## src/rtl/seg_load_if.sv

```systemverilog
// seg_load_if: valid/ready load channel carrying NDIG hex nibbles into seg_scan_ctrl.
interface seg_load_if #(
   parameter int unsigned NDIG = 4
) ();
   logic              load_valid;
   logic [4*NDIG-1:0] load_data;
   logic              load_ready;

   modport master (output load_valid, output load_data, input load_ready);
   modport slave  (input load_valid, input load_data, output load_ready);
endinterface

```

## src/rtl/seg_scan_ctrl.sv

```systemverilog
// seg_scan_ctrl: time-multiplexed NDIG-digit active-low 7-segment scanner with blank gaps and
// frame-synchronous value commit. Define LZ_BLANK_EN for leading-zero blanking.
module seg_scan_ctrl #(
   parameter int unsigned NDIG     = 4,
   parameter int unsigned SCAN_DIV = 50000,
   parameter int unsigned CW       = 16
) (
   input  logic            clki,
   input  logic            rst,
   input  logic            en,
   seg_load_if.slave       load,
   input  logic [NDIG-1:0] dp_mask,
   output logic [7:0]      disp,
   output logic [NDIG-1:0] an,
   output logic            frame_done
);
   localparam int unsigned IW = (NDIG > 1) ? $clog2(NDIG) : 1;

   typedef enum logic [1:0] {StIdle, StDrive, StBlank} state_e;

   state_e            state_q, state_d;
   logic [CW-1:0]     cnt_q, cnt_d;
   logic [IW-1:0]     idx_q, idx_d;
   logic [4*NDIG-1:0] shadow_q, shadow_d;
   logic [4*NDIG-1:0] pend_q, pend_d;
   logic              pend_vld_q, pend_vld_d;
   logic [7:0]        disp_q, disp_d;
   logic [NDIG-1:0]   an_q, an_d;
   logic              tick, wrap;
   logic [3:0]        nib;
   int unsigned       sel;

   function automatic logic [6:0] seg7(input logic [3:0] v);
      case (v)
         4'h0: seg7 = 7'h40;
         4'h1: seg7 = 7'h79;
         4'h2: seg7 = 7'h24;
         4'h3: seg7 = 7'h30;
         4'h4: seg7 = 7'h19;
         4'h5: seg7 = 7'h12;
         4'h6: seg7 = 7'h02;
         4'h7: seg7 = 7'h78;
         4'h8: seg7 = 7'h00;
         4'h9: seg7 = 7'h10;
         4'hA: seg7 = 7'h08;
         4'hB: seg7 = 7'h03;
         4'hC: seg7 = 7'h46;
         4'hD: seg7 = 7'h21;
         4'hE: seg7 = 7'h06;
         default: seg7 = 7'h0E;
      endcase
   endfunction

   assign tick           = en && (state_q == StDrive) && (cnt_q == CW'(SCAN_DIV - 1));
   assign wrap           = tick && (idx_q == IW'(NDIG - 1));
   assign frame_done     = wrap;
   assign load.load_ready = ~pend_vld_q;

   always_comb begin
      state_d    = state_q;
      cnt_d      = cnt_q;
      idx_d      = idx_q;
      shadow_d   = shadow_q;
      pend_d     = pend_q;
      pend_vld_d = pend_vld_q;
      unique case (state_q)
         StIdle: if (en) state_d = StDrive;
         StDrive: begin
            if (tick) begin
               cnt_d   = '0;
               state_d = StBlank;
               idx_d   = (idx_q == IW'(NDIG - 1)) ? '0 : idx_q + 1'b1;
            end else if (en) begin
               cnt_d = cnt_q + 1'b1;
            end
         end
         StBlank: state_d = StDrive;
         default: state_d = StIdle;
      endcase
      // Commit uses only what was pending before this cycle; a same-cycle load waits a frame.
      if (wrap && pend_vld_q) begin
         shadow_d   = pend_q;
         pend_vld_d = 1'b0;
      end
      if (load.load_valid && !pend_vld_q) begin
         pend_d     = load.load_data;
         pend_vld_d = 1'b1;
      end
   end

   // Outputs are registered from next-state so the digit appears with its DRIVE state.
   always_comb begin
      disp_d = 8'hFF;
      an_d   = '1;
      sel    = 32'(idx_d);
      nib    = 4'(shadow_d >> (4 * sel));
      if (state_d == StDrive) begin
         an_d[idx_d] = 1'b0;
         disp_d      = {~dp_mask[idx_d], seg7(nib)};
`ifdef LZ_BLANK_EN
         if ((idx_d != '0) && ((shadow_d >> (4 * sel)) == '0)) disp_d[6:0] = 7'h7F;
`endif
      end
   end

   always_ff @(posedge clki) begin
      if (rst) begin
         state_q    <= StIdle;
         cnt_q      <= '0;
         idx_q      <= '0;
         shadow_q   <= '0;
         pend_q     <= '0;
         pend_vld_q <= 1'b0;
         disp_q     <= 8'hFF;
         an_q       <= '1;
      end else begin
         state_q    <= state_d;
         cnt_q      <= cnt_d;
         idx_q      <= idx_d;
         shadow_q   <= shadow_d;
         pend_q     <= pend_d;
         pend_vld_q <= pend_vld_d;
         disp_q     <= disp_d;
         an_q       <= an_d;
      end
   end

   assign disp = disp_q;
   assign an   = an_q;
endmodule

```

## src/flat_wrapper.sv

```systemverilog
// flat-port wrapper written by rule: the top's interface ports become plain ports
module seg_scan_ctrl_flat 
#(
   parameter int unsigned NDIG     = 4,
   parameter int unsigned SCAN_DIV = 50000,
   parameter int unsigned CW       = 16
)
  (clki, rst, en, dp_mask, disp, an, frame_done, load_load_valid, load_load_data, load_load_ready);
  seg_load_if #(.NDIG(NDIG)) load_i ();
  input  logic clki;
  input  logic rst;
  input  logic en;
  input  logic [NDIG-1:0] dp_mask;
  output logic [7:0] disp;
  output logic [NDIG-1:0] an;
  output logic frame_done;
  input wire logic [$bits(load_i.load_valid)-1:0] load_load_valid;
  input wire logic [$bits(load_i.load_data)-1:0] load_load_data;
  output wire logic [$bits(load_i.load_ready)-1:0] load_load_ready;
  assign load_i.load_valid = load_load_valid;
  assign load_i.load_data = load_load_data;
  assign load_load_ready = load_i.load_ready;
  seg_scan_ctrl #(.NDIG(NDIG), .SCAN_DIV(SCAN_DIV), .CW(CW)) u_core (.clki(clki), .rst(rst), .en(en), .load(load_i), .dp_mask(dp_mask), .disp(disp), .an(an), .frame_done(frame_done));
endmodule
```

## config.mk

```make
export PLATFORM = sky130hd
export DESIGN_NAME = seg_scan_ctrl_flat
export DESIGN_NICKNAME = d
export VERILOG_FILES = /design/src/rtl/seg_load_if.sv /design/src/rtl/seg_scan_ctrl.sv /design/src/flat_wrapper.sv
export SDC_FILE = /design/constraint.sdc
export NUM_CORES = 1
export LEC_CHECK = 0
export ABC_AREA = 1
export CORE_ASPECT_RATIO = 0.9
export CORE_UTILIZATION = 35
export CTS_CLUSTER_DIAMETER = 60
export DETAILED_ROUTE_END_ITERATION = 7
export DONT_BUFFER_PORTS = 1
export SYNTH_ARGS = -nofsm -noshare
export SYNTH_HDL_FRONTEND = slang
export SYNTH_SLANG_ARGS = --single-unit
```

## constraint.sdc

```tcl
create_clock -name clki -period 3.3 [get_ports clki]
set_input_delay 0.33 -clock clki [delete_from_list [all_inputs] [get_ports clki]]
set_output_delay 0.33 -clock clki [all_outputs]
set_load 0.02 [all_outputs]
```

Word-level counts from Yosys, hierarchy flattened --
Memory sizes are Yosys's and may differ from the RTL's. A register that Yosys moved wholly into a read port is not among the register bits. Index checks and enable logic that the tools add are counted.
Word-level totals: register bits after elaboration 65, memory bits (read-only) 112, input bits 24, output and inout bits 14, memories 1
Operators by class: $add $sub $neg 2, $lt $le $gt $ge 2, equality and inequality tests 5, shift-type cells 1, muxes and demuxes 15, bitwise operators 4, reduce and logical (&&, ||, !) cells 12
Memories:
- (name not given) | depth 16, width 7, rd ports 1, clocked after Yosys merged registers in 1, wr ports 0, RTL line seg_scan_ctrl.sv:34 | case (v)
Operators by type and width (number):
- two-way mux 16 bit | 3
- adder 16 x 1 -> 16 bit, second input constant | 1
- equality test 16 bit, second input constant | 1
- >> shifter 16 x 4 -> 4 bit | 1
- two-way mux 2 bit | 5
- logical AND 1 bit | 6
- case mux 2 bit (3 select lines) | 1
- equality test 2 x 1 -> 1 bit, second input constant | 2
- equality test 2 bit, second input constant | 2
- two-way mux 1 bit | 4
- NOT 4 bit | 1
- nonzero test 2 bit | 2
- less-than comparator 2 x 3 -> 1 bit, second input constant | 1
- NOT 1 bit | 3
- adder 2 x 1 -> 2 bit, second input constant | 1
- binary-select mux 1 bit (select 2 bit) | 1
- demux 1 bit (select 2 bit) | 1
- >= comparator 2 x 1 -> 1 bit, second input constant | 1
- logical NOT 2 bit | 1
- AND reduction 2 bit | 1
- OR reduction 2 bit | 1
- logical NOT 1 bit | 1

Depth between registers and ports, before layout --
depth in word-level cells 10, mapped depth 18, depth with buffers taken out 18

Worst setup path after synthesis --
Ideal clock, no wire load.
path kind flip-flop to flip-flop, from register u_core.cnt_q[0], to register u_core.disp_q[3] (netlist: u_core.disp[3]), arrival time 2266 ps, data required time 3167 ps, path slack 901 ps, stages on the path, launching flop included 16, path buffers 0, clock period less this slack 2399 ps, cell sequence dfxtp_1 -> ha_1 -> nand4_1 -> nor2_4 -> nand3_2 -> nor2_1 -> nand3_1 -> nand2_1 -> nand2_1 -> nand2_1 -> nor2_2 -> ha_1 -> inv_1 -> nand2_1 -> nand3_1 -> nand3_1
RTL lines:
- start, declared | RTL line seg_scan_ctrl.sv:22 | logic [CW-1:0] cnt_q, cnt_d;
- start signal, assigned | RTL line seg_scan_ctrl.sv:118 | cnt_q <= cnt_d;
- equality test 16 bit | RTL line seg_scan_ctrl.sv:54 | assign tick = en && (state_q == StDrive) && (cnt_q == CW'(SCAN_DIV - 1));
- logical AND 1 bit | RTL line seg_scan_ctrl.sv:54
- logical AND 1 bit | RTL line seg_scan_ctrl.sv:55 | assign wrap = tick && (idx_q == IW'(NDIG - 1));
- named net frame_done | RTL line flat_wrapper.sv:16 | output logic frame_done;
- logical AND 1 bit | RTL line seg_scan_ctrl.sv:81 | if (wrap && pend_vld_q) begin
- two-way mux 16 bit | RTL line seg_scan_ctrl.sv:81
- >> shifter 16 x 4 -> 4 bit | RTL line seg_scan_ctrl.sv:96 | nib = 4'(shadow_d >> (4 * sel));
- end, declared | RTL line seg_scan_ctrl.sv:27 | logic [7:0] disp_q, disp_d;
The timed path passes the listed nets, and every way through them passes these cells. A chain may end at the register's enable or synchronous reset.

Worst setup path after layout --
from register u_core.cnt_q[0], to register u_core.disp_q[5] (netlist: u_core.disp[5])
On the way: longest elaborated chain between the ends 7
RTL lines:
- equality test 16 bit (*) | RTL line seg_scan_ctrl.sv:54
- logical AND 1 bit (*) | RTL line seg_scan_ctrl.sv:54
- two-way mux 2 bit | RTL line seg_scan_ctrl.sv:69 | if (tick) begin
- case mux 2 bit (3 select lines) | RTL line seg_scan_ctrl.sv:66 | unique case (state_q)
- equality test 2 x 1 -> 1 bit | RTL line seg_scan_ctrl.sv:97 | if (state_d == StDrive) begin
- NOT 1 bit (no source line)
- OR reduction 2 bit (no source line)
Mark *: on every way between the ends. The rest lies on a longest branch, timed or not.

==> flow_summary.yaml <==
placement:
  dp_hpwl_um: 5000
  place.gp.congestion: 0.8018
  place.port_buffers: 0
  dp_cells: 533
synthesis:
  synth_seq_cells: 65
  synthCells: 422
  synth_ff_type: "dfxtp_1"
  ys_seq_area_share_pct: 41.73
  synth_compound_area_share_pct: 10.15
  synth_xor_area_share_pct: 0.2809
  synthMuxAreaShare_pct: 0
  ys_warn_count: 0
  synth_area_mm2: 0.003118
  ys_types: 32
  synth_area_per_cell_um2: 7.389
  synth_edf_count: 0
  syn-num-nets: 454
  synth_fa_ha_area_share_pct: 3.210
  synth_top_family_by_area: "simple AND/OR/NAND/NOR gates"
  yosys.area_share.simple_pct: 38.04
  async_reset_ff_share_pct: 0
timing:
  tightest_slew_ns: 0.5191
  max_freq_mhz: 367.3
  fin_setup_tns_ns: 0
  slew_headroom_pct: 65.34
  period_share_pct: 82.51
  rsz0062_at_grt: "no"
  report.final.slew_viol_count: 0
  post-route-min-period_ns: 2.723
  hold_slack_ns: 0.03936
  hold_viol: 0
  setup_violations: 0
  finClkSkew_ns: 0.007011
layout:
  fill_cells: 930
  fin_cells: 549
  syn2layout_area_growth_pct: 10.35
  insertedDiodeCount: 0
  final_nets: 457
  drive_above_1_share_pct: 16.28
grt:
  track_usage_pct: 16.20
  grt_max_degree: 25
  grt_pass1_wl_um: 11610
  grt.overflow.total: 0
  gr-max-usage-layer: "met2"
  met2_usage_pct: 23.41
  grt_pass1_vias: 2494
  met1_usage_pct: 22.13
  use_met3_pct: 5.774
  antenna_found_initial: 0
clock_tree:
  htreeDepth: 3
  path_clk_slew_ns: 0.08
  clk-insertion-delay-late_ns: 0.35
  clockBufferDepth: 2
  ctsResizeCount: 0
  cts_tree: "yes"
  post_cts_buffers: 0
  clock-sinks: 65
  hold_buffers: 0
  cts_buffers: 9
  cts-root-buf: "clkbuf_8"
floorplan:
  dieArea_mm2: 0.009290
  row_count: 32
  die_w_um: 101.5
  dieHeight_um: 91.54
  core-area_mm2: 0.008608
  io_pins: 38
  start_util_pct: 36.22
detailed_routing:
  viasPerCell: 4.774
  wl_per_cell_um: 12.21
  drtAntennaViolNets: 0
  totalWireLength_um: 6702
  first_pass_iters: 4
  drt_iter0_markers: 114
  vias: 2621
  drc: 0
setup_path:
  path_common_cell: "nand2_1"
  crit_start: "u_core.cnt_q[0]"
  critPathLaunchType: "flop"
  r2r_start: "u_core.cnt_q[0]"
  criticalPathCategory: "reg2reg"
  end_kind: "flop"
  worstPathRequired_ns: 3.54
  slowest_stage: "dfxtp_1"
  cp_cell_sequence: "ha_1 > nand4_1 > nor2_4 > nand4_4 > nand2_1 > nand2_1 > nand2_1 > nand2_1 > nor2_2 > inv_1 > ha_1 > nand2_2 > nand2_1 > nand2_1 > nand3_1"
  worstPathArrival_ns: 2.96
  cpPeakStageDelay_ns: 0.38
  crit_path_max_fanout: 20
job:
  cap_violations: 0
pwr:
  powerDensity_mw_per_mm2: 471.3
  irDropWorstVdd_v: 0.0002897
  p_leak_nw: 1.434
hold_path:
  min_path_type: "in2reg"
  hp-start: "rst"
run_status:
  outcome: "finished, final reports clean"
[metrics by stage]
stage | total power [mW] | worst slack (ns) | instance area (um2) | utilization [%]
4_1_cts | 1.639 | 0.5649 | 3441 | 39.97
3_3_place_gp | 0.9234 | 0.7184 | 3232 | 37.54
3_5_place_dp | 0.9261 | 0.5769 | 3232 | 37.54
6_report | 1.622 | 0.5772 | 3441 | 39.97
2_1_floorplan | 0.9103 | 0.9014 | 3118 | -
5_1_grt | 1.693 | 0.2352 | 3441 | 39.97
[registers in the layout, summed over array words and instances, names as in the netlist]
| name | flops |
|---|---|
| u_core.pend_vld_q | 1 |
| u_core.disp | 8 |
| u_core.shadow_q | 16 |
| u_core.idx_q | 2 |
| u_core.an | 4 |
| u_core.state_q | 2 |
| u_core.cnt_q | 16 |
| u_core.pend_q | 16 |
[critical path: cells and delay by family (launching register included)]
kind | cells | cell delay [ns]
simple gates | 12 | 1.62
flops | 1 | 0.38
fa+ha+maj | 2 | 0.50
buf+inv | 1 | 0.13
[cells by family (layout without fill, tap and decap cells)]
logic type | count (synthesis) | after routing
XOR/XNOR | 1 | 1
adder cells (fa/ha/maj) | 8 | 8
flip-flops | 65 | 65
AO/OA/AOI/OAI | 59 | 59
AND/OR/NAND/NOR | 239 | 239
buffers and inverters | 50 | 58
[routing by layer]
metal | vias to the layer above | share of wire (%)
met2 | 54 | 40
met1 | 1179 | 54
met4 | 0 | 1.3
li1 | 1381 | -
met5 | - | 0
met3 | 7 | 4.8
[cell usage after synthesis (2+ instances only)]
library cell / count / share of area, %
ha_1: 8 / 3.2
nor2_2: 2 / 0.40
nor3b_1: 2 / 0.48
nand4_1: 14 / 2.8
nor2_1: 54 / 6.5
inv_1: 27 / 3.3
o21ai_0: 23 / 3.7
nand2_2: 18 / 3.6
nand3_2: 4 / 1.3
clkbuf_1: 7 / 0.84
a21oi_1: 28 / 4.5
dfxtp_1: 65 / 42
inv_2: 11 / 1.3
nand2_1: 94 / 11
o31ai_1: 3 / 0.72
nand3_1: 31 / 5.0
buf_6: 2 / 0.72
nor3_1: 5 / 0.80
nor2_4: 7 / 2.5
nand2_4: 5 / 1.8
[final timing paths]
check | to | slack (ns) | cells after the start
max | u_core.disp[5] | 0.58 | 15
min | u_core.shadow_q[2] | 0.04 | 1
max reg2reg | u_core.disp[5] | 0.58 | 15
min reg2reg | u_core.cnt_q[15] | 0.46 | 1
[power breakdown]
| group | internal, mW | switching, mW |
|---|---|---|
| Combinational | 0.0211 | 0.0383 |
| Clock | 0.364 | 0.351 |
| Sequential | 0.814 | 0.0332 |
| Total | 1.20 | 0.423 |
[layout by cell type (no fill, tap or decap), drive strengths merged, types with 5 or more instances in the layout]
master	Yosys	routed
dfxtp	65	65
nand4	15	15
clkbuf	7	9
o21ai	24	24
nor2	64	64
inv	38	42
a21oi	28	28
nand3	35	35
nor3	5	5
ha	8	8
nand2	117	117
[final cells by class]
class	instances	area [um2]	share of cell area, %
clock buffer	9	123.9	3.600
clock inverter	7	85.08	2.473
inverter	39	147.6	4.291
multi-input combinational	307	1612	46.84
sequential	65	1301	37.82
tap	119	148.9	4.327
timing repair buffer	3	22.52	0.6545
(Power assumes the default switching activity.)
